### config.mk
export PLATFORM = sky130hd
export DESIGN_NAME = mod_exp_serial_flat
export DESIGN_NICKNAME = d
export VERILOG_FILES = /design/src/rtl/mod_exp_serial_if.sv /design/src/rtl/mod_exp_serial.sv /design/src/flat_wrapper.sv
export SDC_FILE = /design/constraint.sdc
export NUM_CORES = 1
export LEC_CHECK = 0
export BUFFER_PORTS_ARGS = -buffer_cell sky130_fd_sc_hd__buf_4
export CAP_MARGIN = 20
export CORE_MARGIN = 2
export CORE_UTILIZATION = 42
export CTS_BUF_LIST = sky130_fd_sc_hd__clkbuf_4 sky130_fd_sc_hd__clkbuf_8 sky130_fd_sc_hd__clkbuf_16
export DETAILED_ROUTE_END_ITERATION = 8
export HOLD_SLACK_MARGIN = 0.1
export PLACE_DENSITY_LB_ADDON = 0.2
export SYNTH_ARGS = -nofsm -noshare
export SYNTH_HDL_FRONTEND = slang
export SYNTH_SLANG_ARGS = --single-unit
### constraint.sdc
create_clock -name clk -period 24.3 [get_ports clk]
set_input_delay 3.645 -clock clk [delete_from_list [all_inputs] [get_ports clk]]
set_output_delay 3.645 -clock clk [all_outputs]
set_load 0.01 [all_outputs]
### src/rtl/mod_exp_serial_if.sv
// Request/result bundle for the serial modular exponentiator.
// The master drives the operands and the start pulse; the slave returns the status flags and the result.
interface mod_exp_serial_if #(
    parameter int WIDTH     = 64,
    parameter int EXP_WIDTH = 64
);
    logic                 start;
    logic [WIDTH-1:0]     base;
    logic [WIDTH-1:0]     modulo;
    logic [EXP_WIDTH-1:0] exponent;
    logic                 busy;
    logic                 done;
    logic                 error;
    logic [WIDTH-1:0]     result;

    modport master (output start, base, modulo, exponent,
                    input  busy, done, error, result);
    modport slave  (input  start, base, modulo, exponent,
                    output busy, done, error, result);
endinterface

### src/rtl/mod_exp_serial.sv
// Right-to-left square-and-multiply a^b mod n on one bit-serial interleaved multiplier; done after 2+WIDTH*(1+popcount(b)+msb(b)) edges.
// start is sampled only in IDLE/DONE and is ignored while busy; done/result hold until the next accepted start.
module mod_exp_serial #(
    parameter int WIDTH     = 64,
    parameter int EXP_WIDTH = 64
) (
    input  logic             clk,
    input  logic             rst_n,
    mod_exp_serial_if.slave  bus
);
    localparam int CNT_W = $clog2(WIDTH);

    typedef enum logic [2:0] {IDLE, LOAD, REDUCE, MUL, SQR, DONE} state_t;

    state_t               state, state_nxt, dec;
    logic [WIDTH-1:0]     base_r, base_nxt, mod_r, mod_nxt, res_r, res_nxt;
    logic [WIDTH-1:0]     out_r, out_nxt, res_new;
    logic [EXP_WIDTH-1:0] exp_r, exp_nxt, e_eval;
    logic [WIDTH+1:0]     acc, acc_nxt;
    logic [CNT_W-1:0]     cnt, cnt_nxt;
    logic                 err_r, err_nxt, flag_eval, dec_shift;

    // Interleaved multiplier datapath: x is scanned MSB first, y is added and the sum reduced twice.
    logic [WIDTH-1:0] x_op, y_op, prod;
    logic [WIDTH+1:0] addend, sum, red1, red2, n_ext;
    logic             mul_last;

    assign x_op     = (state == MUL) ? res_r : base_r;
    assign y_op     = (state == REDUCE) ? WIDTH'(1) : base_r;
    assign n_ext    = {2'b00, mod_r};
    assign addend   = x_op[cnt] ? {2'b00, y_op} : '0;
    assign sum      = (acc << 1) + addend;
    assign red1     = (sum >= n_ext) ? sum - n_ext : sum;
    assign red2     = (red1 >= n_ext) ? red1 - n_ext : red1;
    assign prod     = red2[WIDTH-1:0];
    assign mul_last = (cnt == '0);

    assign bus.busy   = (state == LOAD) || (state == REDUCE) || (state == MUL) || (state == SQR);
    assign bus.done   = (state == DONE);
    assign bus.error  = err_r;
    assign bus.result = out_r;

    always_ff @(posedge clk or negedge rst_n) begin
        if (!rst_n) begin
            state  <= IDLE;
            base_r <= '0;
            mod_r  <= '0;
            exp_r  <= '0;
            res_r  <= '0;
            out_r  <= '0;
            acc    <= '0;
            cnt    <= '0;
            err_r  <= 1'b0;
        end else begin
            state  <= state_nxt;
            base_r <= base_nxt;
            mod_r  <= mod_nxt;
            exp_r  <= exp_nxt;
            res_r  <= res_nxt;
            out_r  <= out_nxt;
            acc    <= acc_nxt;
            cnt    <= cnt_nxt;
            err_r  <= err_nxt;
        end
    end

    always_comb begin
        state_nxt = state;
        base_nxt  = base_r;
        mod_nxt   = mod_r;
        exp_nxt   = exp_r;
        res_nxt   = res_r;
        out_nxt   = out_r;
        acc_nxt   = acc;
        cnt_nxt   = cnt;
        err_nxt   = err_r;
        res_new   = res_r;

        // Step decision: a MUL state means the multiply for the current bit is already done;
        // leaving SQR evaluates the exponent as it will be after the shift.
        e_eval    = (state == SQR) ? (exp_r >> 1) : exp_r;
        flag_eval = (state == MUL);
        dec       = DONE;
        dec_shift = 1'b0;
        if (e_eval == '0) begin
            dec = DONE;
        end else if (e_eval[0] && !flag_eval) begin
            dec = MUL;
        end else if ((e_eval >> 1) != '0) begin
            dec = SQR;
        end else begin
            dec       = DONE;
            dec_shift = 1'b1;
        end

        case (state)
            IDLE, DONE: begin
                if (bus.start) begin
                    base_nxt  = bus.base;
                    mod_nxt   = bus.modulo;
                    exp_nxt   = bus.exponent;
                    res_nxt   = '0;
                    out_nxt   = '0;
                    err_nxt   = 1'b0;
                    acc_nxt   = '0;
                    cnt_nxt   = '0;
                    state_nxt = LOAD;
                end
            end
            LOAD: begin
                if (mod_r == '0) begin
                    err_nxt   = 1'b1;
                    out_nxt   = '0;
                    state_nxt = DONE;
                end else begin
                    res_nxt   = WIDTH'(1);
                    acc_nxt   = '0;
                    cnt_nxt   = CNT_W'(WIDTH - 1);
                    state_nxt = REDUCE;
                end
            end
            REDUCE, MUL, SQR: begin
                acc_nxt = red2;
                cnt_nxt = cnt - 1'b1;
                if (mul_last) begin
                    if (state == MUL) begin
                        res_nxt = prod;
                        res_new = prod;
                    end else begin
                        base_nxt = prod;
                    end
                    exp_nxt   = dec_shift ? (e_eval >> 1) : e_eval;
                    acc_nxt   = '0;
                    cnt_nxt   = CNT_W'(WIDTH - 1);
                    state_nxt = dec;
                    // The result register still holds its initial 1 when n==1 and no multiply ran.
                    if (dec == DONE) begin
                        out_nxt = (mod_r == WIDTH'(1)) ? '0 : res_new;
                    end
                end
            end
            default: state_nxt = IDLE;
        endcase
    end
endmodule

### src/flat_wrapper.sv
// flat-port wrapper written by rule: the top's interface ports become plain ports
module mod_exp_serial_flat 
#(
    parameter int WIDTH     = 64,
    parameter int EXP_WIDTH = 64
)
  (clk, rst_n, bus_start, bus_base, bus_modulo, bus_exponent, bus_busy, bus_done, bus_error, bus_result);
  mod_exp_serial_if #(.WIDTH(WIDTH), .EXP_WIDTH(EXP_WIDTH)) bus_i ();
  input  logic clk;
  input  logic rst_n;
  input wire logic [$bits(bus_i.start)-1:0] bus_start;
  input wire logic [$bits(bus_i.base)-1:0] bus_base;
  input wire logic [$bits(bus_i.modulo)-1:0] bus_modulo;
  input wire logic [$bits(bus_i.exponent)-1:0] bus_exponent;
  output wire logic [$bits(bus_i.busy)-1:0] bus_busy;
  output wire logic [$bits(bus_i.done)-1:0] bus_done;
  output wire logic [$bits(bus_i.error)-1:0] bus_error;
  output wire logic [$bits(bus_i.result)-1:0] bus_result;
  assign bus_i.start = bus_start;
  assign bus_i.base = bus_base;
  assign bus_i.modulo = bus_modulo;
  assign bus_i.exponent = bus_exponent;
  assign bus_busy = bus_i.busy;
  assign bus_done = bus_i.done;
  assign bus_error = bus_i.error;
  assign bus_result = bus_i.result;
  mod_exp_serial #(.WIDTH(WIDTH), .EXP_WIDTH(EXP_WIDTH)) u_core (.clk(clk), .rst_n(rst_n), .bus(bus_i));
endmodule
==> out/results.ini, run 1 <==
[floorplan]
core_area_mm2 = 0.0728
top_level_ports = 262
die_x_um = 275
rows = 99
die_y_um = 275
initial_core_util_pct = 42.3
die-area_mm2 = 0.0756

[run]
max_cap_viol_count = 0

[timing]
finalSetupTns_ns = 0
fmax_mhz = 56.7
worstMarginPinSlew_ns = 1.30
min_period_ns = 17.63
drv_slew = 0
holdWs_ns = 0.488
final.period_utilization_pct = 72.6
relSlewSlack_pct = 12.9
hold_viol = 0
grt_setup_unrepaired = no
finalSetupViolCount = 0
clock_skew_ns = 0.0342

[route]
totalWireLength_um = 122000
num_vias = 30073
viasPerCell = 6.21
antenna_left = 0
initialDrtViolationCount = 3519
drtPass1Iterations = 5
wl_per_cell_um = 25.3
drc = 0

[synthesis]
synth.top_cell.area_share_pct = 32.0
syn_avg_cell_area_um2 = 8.23
yosys.area.top_type = dfrtp_1
synthesis.area_mm2 = 0.0308
synth_cell_types = 87
syn_inst = 3747
synth_edf_count = 0
ys_ff_latch = 395
yosys_warnings = 0
yosys-top-cells-count = nand2_1, o21ai_0, dfrtp_1, a21oi_1, nor2_1
synth_area_leaders = dfrtp_1, ha_1, o21ai_0
synth_flop_cell = dfrtp_1
synthArstFlopShare_pct = 100
yosysSeqAreaShare_pct = 32.0
syn_nets = 4138
yosysMostFrequentCell = nand2_1

[critical_path]
r2r-start = u_core.state[2]$_DFFE_PN0P_
crit_start = u_core.state[2]$_DFFE_PN0P_
cp_max_fo = 82
crit_required_ns = 24.77
worstSetupStartpointType = flop
worst-setup-path-type = reg -> reg
cp.arrival_ns = 18.10
cpMostUsedCell = o21ai_0
slowest_stage = a2111oi_1
end_kind = flop
critPathMaxStageDelay_ns = 1.03

[grt]
grt_pass1_vias = 28412
grt_pass1_wl_um = 181000
grt_max_degree = 161
grt_usage_pct = 31.5
use_met2_pct = 48.0
grt_use_met1_pct = 45.6
top_usage_layer = met2
grt_overflow = 0
antenna_found_initial = 2
grt.met3_usage_pct = 5.41

[clocking]
post-cts-setup-buffer-count = 0
post_cts_resized = 0
h-tree-depth = 2
path_clk_slew_ns = 0.06
hold_buffers = 0
tritoncts = yes
cts_sinks = 395
cts-buffers-inserted = 46
insertion_delay_ns = 0.62
clk_path_buf_depth = 3
clock-root-buffer = clkbuf_16

[finish]
area_growth_pct = 13.5
fin_util_pct = 48.1
fillers = 7260
nets = 4237
drive_gt1_share_pct = 12.8
fin_area_mm2 = 0.0350

[placed_design]
dp_hpwl_um = 94500
globalplace.congestion = 1.04
io_buffers = 261
placed_area_mm2 = 0.0334

[min_path]
hp-start = u_core.acc[46]$_DFFE_PN0P_
hold_path.class = reg -> reg

[run_status]
status = finished, final reports clean

-- per-layer routing --
metal	up-vias	routed length [µm]
li1	13953	-
met1	14673	55000
met2	1264	52900
met3	181	10300
met4	2	3970
met5	-	10
-- layout make-up --
| class | count | area, µm² | share of cell area (%) |
|---|---|---|---|
| multi-input cells | 2968 | 19600 | 55.8 |
| flip-flops and latches | 395 | 9880 | 28.2 |
| repair buffers | 297 | 2250 | 6.44 |
| clock buffers | 62 | 1300 | 3.72 |
| well taps | 959 | 1200 | 3.43 |
| inverters | 138 | 518 | 1.48 |
| clock inverters | 20 | 302 | 0.861 |
| diodes | 1 | 2.50 | 0.00715 |
-- path summary, 6_finish.rpt --
| check | end | slack [ns] | cells after the start |
|---|---|---|---|
| worst max-delay path | u_core.acc[33]$_DFFE_PN0P_ | 6.67 | 47 |
| worst min-delay path | u_core.acc[46]$_DFFE_PN0P_ | 0.49 | 2 |
| worst max register to register | u_core.acc[33]$_DFFE_PN0P_ | 6.67 | 47 |
| worst min register to register | u_core.acc[46]$_DFFE_PN0P_ | 0.49 | 2 |
| max in group asynchronous | u_core.mod_r[57]$_DFFE_PN0P_ | 19.04 | 3 |
| min in group asynchronous | u_core.res_r[15]$_DFFE_PN0P_ | 3.03 | 1 |
-- per-stage QoR --
stage | worst slack [ns] | cells
after global placement | 7.44 | 4754
after detailed placement | 7.22 | 4755
final | 6.67 | 4840
after CTS | 7.17 | 4837
after global routing | 5.97 | 4839
after floorplan | 13.20 | 3747
-- logic make-up after synthesis --
logic type | share of synthesized area [%]
fa+ha+maj | 8.02
compound gates | 27.0
flops | 32.0
simple gates | 16.7
mux | 6.12
xor+xnor | 5.14
buf+inv | 4.92
-- placed cells by master (no fill, tap or decap), types with 12 or more instances in the layout --
master,n
o21a_1,26
clkbuf_16,46
and2_1,75
a31oi_1,39
ha_1,193
buf_4,293
mux2i_1,67
nand2_1,469
nor3_1,50
nand2b_1,14
o211ai_1,21
a21oi_1,355
nand3_1,93
xnor2_1,106
a21boi_0,12
a221o_1,50
xor2_1,75
mux2_2,32
or3_1,15
a211oi_1,25
mux4_2,38
o21bai_1,36
a21o_1,98
nand4_1,66
inv_1,137
nor2_1,204
and3_1,35
nor4_1,36
dfrtp_1,395
a22oi_1,66
o21ai_0,402
o31ai_1,14
o22ai_1,67
nor2b_1,19
-- state kept, by name (all words and copies together) (netlist names) --
| signal | flops |
|---|---|
| u_core.state | 3 |
| u_core.bus.error | 1 |
| u_core.res_r | 64 |
| u_core.base_r | 64 |
| u_core.exp_r | 64 |
| u_core.mod_r | 64 |
| u_core.acc | 65 |
| u_core.bus.result | 64 |
| u_core.cnt | 6 |
-- worst max-delay path: cells and delay by family, from the launching register on --
| kind | cells | cell delay (ns) |
|---|---|---|
| fa+ha+maj | 4 | 1.37 |
| mux | 3 | 1.56 |
| flops | 1 | 0.80 |
| simple gates | 10 | 3.02 |
| buf+inv | 5 | 2.77 |
| xor+xnor | 1 | 0.39 |
| compound gates | 24 | 7.32 |
Power of run 1 is not shown: default switching activity piles up to over one toggle a cycle in this logic, so the estimate is an artifact.
==> run 2: changes to the inputs <==
- clock period: 24.3 -> 17.1 ns (I/O delays scaled with it)
==> run 2 against run 1 <==
Sequential cell count stayed put. Register-to-register slack lost 5.5 ns. Clock skew decreased by 0.0044 ns. Critical path depth stayed put.
==> out/results.ini, run 2 (synthesis gave the netlist of run 1 again) <==
[timing]
final.period_utilization_pct = 93.3
relSlewSlack_pct = 16.1
clock_skew_ns = 0.0298
grt_setup_unrepaired = no
finalSetupTns_ns = 0
hold_viol = 0
drv_slew = 0
finalSetupViolCount = 0
fmax_mhz = 62.7
worstMarginPinSlew_ns = 1.25
min_period_ns = 15.95

[grt]
grt_usage_pct = 32.1
grt_pass1_wl_um = 184000
antenna_found_initial = 3
grt_max_degree = 178
grt_overflow = 0
grt_pass1_vias = 28326

[clocking]
post_cts_resized = 0
clk_path_buf_depth = 3
tritoncts = yes
cts_sinks = 395
post-cts-setup-buffer-count = 0
h-tree-depth = 2
clock-root-buffer = clkbuf_16
hold_buffers = 0
path_clk_slew_ns = 0.06
cts-buffers-inserted = 47
insertion_delay_ns = 0.63

[finish]
multiInputGateArea_mm2 = 0.0196
final_common_cell = nand2_1
fillers = 7234
register_area_mm2 = 0.00988
most-common-layout-cells = nand2_1, o21ai_0, dfrtp_1
nets = 4248
area_growth_pct = 14.2
top_register = u_core.acc
largest_reg_flops = 65
drive_gt1_share_pct = 13.1

[floorplan]
rows = 99
top_level_ports = 262
die-area_mm2 = 0.0756
die_x_um = 275
initial_core_util_pct = 42.3
core_area_mm2 = 0.0728
die_y_um = 275

[critical_path]
worst-setup-path-type = reg -> reg
cpMostUsedCell = o21ai_0
end_kind = flop
cp.arrival_ns = 16.52
slowest_stage = o31ai_1
critPathMaxStageDelay_ns = 0.73
crit_required_ns = 17.67
cp_max_fo = 33
worstSetupStartpointType = flop

[route]
totalWireLength_um = 125000
wl_per_cell_um = 25.7
viasPerCell = 6.29
antenna_left = 0
drc = 0
drtPass1Iterations = 8
initialDrtViolationCount = 3373
num_vias = 30529

[min_path]
hold_path.class = reg -> reg

[placed_design]
globalplace.congestion = 1.01
io_buffers = 261
dp_hpwl_um = 96100

[run]
max_cap_viol_count = 0

[run_status]
status = finished, final reports clean

## run 2: final timing paths
path	slack [ns]	depth (start not counted)	end	start
max	1.15	47	u_core.res_r[18]$_DFFE_PN0P_	u_core.state[1]$_DFFE_PN0P_
min reg2reg	0.50	2	u_core.acc[30]$_DFFE_PN0P_	u_core.acc[30]$_DFFE_PN0P_
max reg2reg	1.15	47	u_core.res_r[18]$_DFFE_PN0P_	u_core.state[1]$_DFFE_PN0P_
min	0.50	2	u_core.acc[30]$_DFFE_PN0P_	u_core.acc[30]$_DFFE_PN0P_
min in group asynchronous	1.89	1	u_core.bus.result[19]$_DFFE_PN0P_	rst_n
max in group asynchronous	13.18	4	u_core.mod_r[62]$_DFFE_PN0P_	rst_n
## run 2: stage by stage
stage	hold WS, ns	area, µm²	cells	setup slack [ns]	utilization, %
global route	0.518	35200	4852	0.562	48.4
detailed placement	0.482	33500	4763	1.10	46.0
CTS	0.496	35200	4848	1.03	48.3
floorplan	0.454	30800	3747	6.00	-
finish	0.499	35200	4853	1.15	48.4
global placement	0.476	33500	4763	1.32	46.0
## run 2: per-layer routing
metal,part of all wire (%),global-route usage (%),up-vias
li1,-,-,13954
met1,45,46.9,14963
met2,44,48.6,1438
met3,8.9,5.61,172
met4,3.0,9.17,2
met5,0.010,0,-
## run 2: cell type report
class                           instances  area share (%)
Multi-Input combinational cell       2968            55.5
Clock buffer                           62            3.80
Tap cell                              959            3.41
Sequential cell                       395            28.1
Clock inverter                         23           0.980
Inverter                              138            1.47
Antenna cell                            1         0.00710
Timing Repair Buffer                  307            6.75
## run 2: worst max-delay path, delay by kind of cell (launching register included)
family / cells / cell delay (ns)
compound gates: 23 / 8.14
simple gates: 9 / 2.37
mux: 5 / 1.78
buf+inv: 5 / 1.36
fa+ha+maj: 4 / 1.32
flops: 1 / 0.58
xor+xnor: 1 / 0.22
Power of run 2 is left out for the same reason.
